### src/rtl/run_controller_pkg.sv
// Shared definitions for the run controller: state encoding, halt sentinel,
// and the per-state output decode used by the FSM.
package run_controller_pkg;

  typedef enum logic [1:0] {
    S_IDLE = 2'd0,
    S_LOAD = 2'd1,
    S_RUN  = 2'd2,
    S_DONE = 2'd3
  } state_t;

  localparam logic [31:0] DEFAULT_HALT_WORD = 32'hFEFE_FEFE;

  typedef struct packed {
    logic src_ready;
    logic core_reset;
    logic busy;
    logic done;
  } flags_t;

  // Output levels that hold for the whole time the FSM sits in a state.
  function automatic flags_t flags_of(input state_t s);
    flags_t f;
    f.src_ready  = (s == S_LOAD);
    f.core_reset = (s != S_RUN);
    f.busy       = (s == S_LOAD) || (s == S_RUN);
    f.done       = (s == S_DONE);
    return f;
  endfunction

endpackage

### src/rtl/run_cycle_counter.sv
// Run-cycle counter with synchronous clear, count enable and a flag that
// marks the last cycle allowed before the run limit.
module run_cycle_counter #(
  parameter int CYCLE_W    = 16,
  parameter int MAX_CYCLES = 1024
) (
  input  logic               clk,
  input  logic               reset,
  input  logic               clear,
  input  logic               enable,
  output logic [CYCLE_W-1:0] count,
  output logic               limit_hit
);

  localparam logic [CYCLE_W-1:0] LIMIT = CYCLE_W'(MAX_CYCLES - 1);

  // NOTE: sequential state uses non-blocking assignments so every flop samples
  // pre-edge values regardless of block ordering.
  always_ff @(posedge clk or posedge reset) begin
    if (reset) begin
      count <= '0;
    end else if (clear) begin
      count <= '0;
    end else if (enable) begin
      count <= count + CYCLE_W'(1);
    end
  end

  assign limit_hit = (count == LIMIT);

endmodule

### src/rtl/run_controller.sv
// Loads a program into instruction memory, runs the core until halt or
// cycle limit. Define RUN_CTRL_CHECKSUM_EN to add the load_checksum output.
module run_controller
  import run_controller_pkg::*;
#(
  parameter int          ADDR_WIDTH = 8,
  parameter int          CYCLE_W    = 16,
  parameter int          MAX_CYCLES = 1024,
  parameter logic [31:0] HALT_WORD  = DEFAULT_HALT_WORD
) (
  input  logic                  clk,
  input  logic                  reset,
  input  logic                  start,
  input  logic [ADDR_WIDTH:0]   prog_len,
  input  logic                  src_valid,
  input  logic [31:0]           src_data,
  output logic                  src_ready,
  output logic                  imem_we,
  output logic [ADDR_WIDTH-1:0] imem_addr,
  output logic [31:0]           imem_wdata,
  output logic                  core_reset,
  input  logic [31:0]           core_instr,
  output logic                  busy,
  output logic                  done,
  output logic                  timeout,
`ifdef RUN_CTRL_CHECKSUM_EN
  output logic [31:0]           load_checksum,
`endif
  output logic [CYCLE_W-1:0]    cycle_count
);

  localparam logic [ADDR_WIDTH:0] DEPTH = (ADDR_WIDTH + 1)'(2 ** ADDR_WIDTH);

  state_t                state;
  flags_t                flags;
  logic [ADDR_WIDTH-1:0] ptr;
  logic [ADDR_WIDTH-1:0] last_ptr;
  logic [ADDR_WIDTH:0]   len_sat;
  logic                  start_ok;
  logic                  halt;
  logic                  accept;
  logic                  limit_hit;
  logic                  count_en;

  assign start_ok = start && ((state == S_IDLE) || (state == S_DONE));
  assign halt     = (state == S_RUN) && (core_instr == HALT_WORD);
  assign accept   = flags.src_ready && src_valid;
  assign len_sat  = (prog_len > DEPTH) ? DEPTH : prog_len;

  // The timeout cycle itself is not counted; a halt cycle always is.
  assign count_en = (state == S_RUN) && (halt || !limit_hit);

  always_ff @(posedge clk or posedge reset) begin
    if (reset) begin
      state    <= S_IDLE;
      flags    <= flags_of(S_IDLE);
      ptr      <= '0;
      last_ptr <= '0;
      timeout  <= 1'b0;
    end else begin
      case (state)
        S_IDLE, S_DONE: begin
          if (start_ok) begin
            ptr     <= '0;
            timeout <= 1'b0;
            if (prog_len != '0) begin
              last_ptr <= ADDR_WIDTH'(len_sat - (ADDR_WIDTH + 1)'(1));
              state    <= S_LOAD;
              flags    <= flags_of(S_LOAD);
            end else begin
              state <= S_RUN;
              flags <= flags_of(S_RUN);
            end
          end
        end
        S_LOAD: begin
          if (accept) begin
            ptr <= ptr + ADDR_WIDTH'(1);
            if (ptr == last_ptr) begin
              state <= S_RUN;
              flags <= flags_of(S_RUN);
            end
          end
        end
        S_RUN: begin
          if (halt) begin
            timeout <= 1'b0;
            state   <= S_DONE;
            flags   <= flags_of(S_DONE);
          end else if (limit_hit) begin
            timeout <= 1'b1;
            state   <= S_DONE;
            flags   <= flags_of(S_DONE);
          end
        end
        default: begin
          state <= S_IDLE;
          flags <= flags_of(S_IDLE);
        end
      endcase
    end
  end

  run_cycle_counter #(
    .CYCLE_W   (CYCLE_W),
    .MAX_CYCLES(MAX_CYCLES)
  ) u_counter (
    .clk      (clk),
    .reset    (reset),
    .clear    (start_ok),
    .enable   (count_en),
    .count    (cycle_count),
    .limit_hit(limit_hit)
  );

  // Memory write path is zero-latency: the accepted word lands in the same cycle.
  assign src_ready  = flags.src_ready;
  assign imem_we    = accept;
  assign imem_addr  = ptr;
  assign imem_wdata = src_data;
  assign core_reset = flags.core_reset;
  assign busy       = flags.busy;
  assign done       = flags.done;

`ifdef RUN_CTRL_CHECKSUM_EN
  always_ff @(posedge clk or posedge reset) begin
    if (reset) begin
      load_checksum <= '0;
    end else if (start_ok) begin
      load_checksum <= '0;
    end else if (accept) begin
      load_checksum <= load_checksum + src_data;
    end
  end
`endif

endmodule

### config.mk
export PLATFORM = sky130hd
export DESIGN_NAME = run_controller
export DESIGN_NICKNAME = d
export VERILOG_FILES = /design/src/rtl/run_controller_pkg.sv /design/src/rtl/run_cycle_counter.sv /design/src/rtl/run_controller.sv
export SDC_FILE = /design/constraint.sdc
export NUM_CORES = 1
export LEC_CHECK = 0
export ABC_AREA = 1
export ABC_CLOCK_PERIOD_IN_PS = 2200
export BUFFER_PORTS_ARGS = -buffer_cell sky130_fd_sc_hd__buf_2
export CAP_MARGIN = 10
export CORE_AREA = 2 2 85 87
export DETAILED_ROUTE_END_ITERATION = 8
export DIE_AREA = 0 0 87 89
export PLACE_DENSITY_LB_ADDON = 0.3
export SLEW_MARGIN = 20
export SYNTH_ARGS = -nofsm -noshare
export SYNTH_HDL_FRONTEND = slang
export SYNTH_SLANG_ARGS = --single-unit
### constraint.sdc
create_clock -name clk -period 2.2 [get_ports clk]
set_clock_uncertainty 0.1 [all_clocks]
set_input_delay 0 -clock clk [delete_from_list [all_inputs] [get_ports clk]]
set_output_delay 0 -clock clk [all_outputs]
set_load 0.05 [all_outputs]
==> impl_metrics.env <==
export IMPL_arrival_ps=1980
export IMPL_p_leak_nw=1.97
export IMPL_synth_fp_nets=520
export IMPL_avgSynthCellArea_sq_um=6.78
export IMPL_slew_headroom_pct=65.4
export IMPL_grt_pass1_wl_um=11800
export IMPL_diodes=0
export IMPL_power_mw=3.34
export IMPL_area_growth_pct=22.8
export IMPL_synth_warnings=0
export IMPL_layout_drive_gt1_share_pct=19.4
export IMPL_ant_nets=0
export IMPL_slew_viol_final=0
export IMPL_place_hpwl_um=5070
export IMPL_crit_family="simple AND/OR/NAND/NOR gates"
export IMPL_core_sq_mm=0.00672
export IMPL_regArea_sq_um=977
export IMPL_synthMuxAreaShare_pct=0
export IMPL_fin_crit_ps=1900
export IMPL_ys_ff_latch=39
export IMPL_gp_congestion=0.864
export IMPL_status="finished clean"
export IMPL_clockRootBuffer="clkbuf_8"
export IMPL_hold_class="input pin to flop"
export IMPL_tightest_slew_ps=517
export IMPL_crit_chain="inv_1, ha_1, nand2_1, inv_1, nand2_1, clkinv_1, nand3b_1, o21ai_0"
export IMPL_ir_drop_uv=535
export IMPL_synth_cells=436
export IMPL_die_area_sq_mm=0.00774
export IMPL_timing_fmax_ghz=0.527
export IMPL_critical_path_buf_inv_count=3
export IMPL_slowest_delay_ps=390
export IMPL_synth_top_family_by_area="simple AND/OR/NAND/NOR gates"
export IMPL_grt_max_degree=40
export IMPL_cts_sinks=39
export IMPL_initial_core_util_pct=44.0
export IMPL_cp_end_kind="flop"
export IMPL_clock_path_buffers=2
export IMPL_start_kind="flop"
export IMPL_grt_overflow_total=0
export IMPL_num_rows=30
export IMPL_cts_max_level=2
export IMPL_maxCapViolCount=0
export IMPL_insertion_delay_ps=290
export IMPL_fill_cells=653
export IMPL_crit_path_top_delay_cell="dfrtp_1"
export IMPL_grt_setup_unrepaired="no"
export IMPL_post_layout_nonfiller_instances=600
export IMPL_postLayoutCoreUtil_pct=54.1
export IMPL_nets=603
export IMPL_fp_dieH_um=89
export IMPL_routedWlPerCell_um=11.5
export IMPL_placed_cell_area_sq_mm=0.00317
export IMPL_cts_tree="done"
export IMPL_antenna_found_initial=0
export IMPL_post_route_period_util_pct=86.3
export IMPL_via_per_inst=4.88
export IMPL_synthAdderAreaFrac_pct=2.96
export IMPL_synthDistinctLibCells=30
export IMPL_multi_input_area_sq_mm=0.00151
export IMPL_first_global_vias=2735
export IMPL_dr_pass1_iters=4
export IMPL_ys_seq_area_share_pct=33.0
export IMPL_powerDensity_mw_per_mm2=919
export IMPL_pin_count=139
export IMPL_clk_pin_slew_ps=80
export IMPL_port_buffers=74
export IMPL_worst_endpoint_required_ps=2280
export IMPL_via_count=2925
export IMPL_drt_total_wl_um=6910
export IMPL_cts_buffers=5
export IMPL_dpl_cell_count=554
export IMPL_synth_compound_gate_area_share_pct=4.06
export IMPL_setup_tns_ps=0
export IMPL_synth_area_sq_mm=0.00296
export IMPL_die_w_um=87
export IMPL_crit_fanout=10
export IMPL_drtIter0Drc=113
export IMPL_fin_area_sq_mm=0.00363
export IMPL_hold_viol=0
export IMPL_drc_errors=0
export IMPL_yosys_area_share_simple_pct=39.5
export IMPL_synth_xor_area_share_pct=4.44
export IMPL_crit_type="flop to flop"
export IMPL_setup_viol=0
export IMPL_track_usage_pct=18.8
==> worst reg2reg max path, cell delays in order, from the launching register on <==
cell	delay (ps)
dfrtp_1	390
inv_1	80
ha_1	330
nand2_1	140
inv_1	80
nand2_1	190
clkinv_1	260
nand3b_1	140
o21ai_0	90
==> final cells by class <==
cell class | count | area share, %
multi-input cells | 308 | 41.5
flip-flops and latches | 39 | 26.9
repair buffers | 116 | 21.5
inverters | 49 | 5.06
well taps | 80 | 2.75
clock buffers | 6 | 2.00
clock inverters | 2 | 0.344
==> kinds of logic after synthesis <==
group / count (synthesis)
flops: 39
xor+xnor: 15
buf+inv: 89
compound gates: 22
fa+ha+maj: 7
simple gates: 264
==> routing by layer <==
metal | wire length, um | part of all wire [%] | track usage [%] | vias up
li1 | - | - | - | 1511
met1 | 3190 | 46 | 23.1 | 1326
met2 | 3340 | 48 | 33.7 | 78
met3 | 286 | 4.1 | 3.32 | 10
met4 | 97 | 1.4 | 5.54 | 0
met5 | 0 | 0 | 0 | -
==> final timing paths <==
| check | slack, ps | to | depth (start not counted) | from |
|---|---|---|---|---|
| worst max-delay path | 300 | last_ptr[4]$_DFFE_PP0P_ | 8 | state[0]$_DFFE_PP0P_ |
| worst min-delay path | 10 | last_ptr[6]$_DFFE_PP0P_ | 4 | prog_len[6] |
| worst max register to register | 300 | last_ptr[4]$_DFFE_PP0P_ | 8 | state[0]$_DFFE_PP0P_ |
| worst min register to register | 370 | done$_DFFE_PP0P_ | 2 | done$_DFFE_PP0P_ |
| max in group asynchronous | 1370 | core_reset$_DFFE_PP1P_ | 4 | reset |
| min in group asynchronous | 260 | u_counter.count[12]$_DFFE_PP0P_ | 4 | reset |
==> sequential cells by signal, indices dropped and copies added (netlist names) <==
register / count
last_ptr: 8
imem_addr: 8
u_counter.count: 16
core_reset: 1
src_ready: 1
state: 2
done: 1
timeout: 1
busy: 1
==> synthesized netlist by cell type <==
cell,count,area (sq um)
a21oi_1,3,15.0
a31oi_1,2,12.5
buf_1,1,3.75
buf_4,33,248
buf_6,2,22.5
clkbuf_1,3,11.3
clkbuf_2,1,5.00
clkinv_1,2,7.51
dfrtp_1,38,951
dfstp_2,1,26.3
ha_1,7,87.6
inv_1,44,165
inv_2,3,11.3
nand2_1,132,495
nand2_2,2,12.5
nand2_4,2,22.5
nand3_1,39,195
nand3_2,2,20.0
nand3_4,1,17.5
nand3b_1,1,7.51
nand4_1,16,100
nor2_1,57,214
nor2_4,1,11.3
nor2_8,1,20.0
nor3_1,9,45.0
o21ai_0,15,75.1
o21ai_2,2,17.5
or2_2,1,6.26
xnor2_1,4,35.0
xor2_1,11,96.3
==> power breakdown <==
group          leakage [nW]  internal [mW]  switching [mW]
logic                  1.42          0.507            1.31
clock network        0.0412          0.221           0.254
registers             0.514          0.900           0.148
total                  1.97           1.63            1.71
==> per-stage QoR <==
step	hold WS, ps	worst slack, ps
floorplan	-3.96	144
global placement	-99.7	401
detailed placement	-99.7	304
CTS	11.9	298
global route	47.9	36.9
finish	11.1	302
==> layout by cell type, fill, tap and decap left out, types with 3 or more instances in the layout <==
cell type      instances
a21oi_1                3
buf_2                 74
buf_4                  4
clkbuf_8               5
dfrtp_1               38
dlygate4sd3_1         38
ha_1                   7
inv_1                 44
inv_2                  3
nand2_1              132
nand3_1               39
nand4_1               16
nor2_1                57
nor3_1                 9
o21ai_0               15
xnor2_1                4
xor2_1                11
==> timing repair <==
| action | CTS | global route |
|---|---|---|
| resized for setup | 0 | 0 |
| buffers inserted | 0 | 0 |
| endpoints found under the hold margin | 74 | 0 |
| hold buffers | 38 | 0 |
| endpoints found under the setup margin | 0 | 0 |
Note: power is estimated with default switching activity, not from simulation.
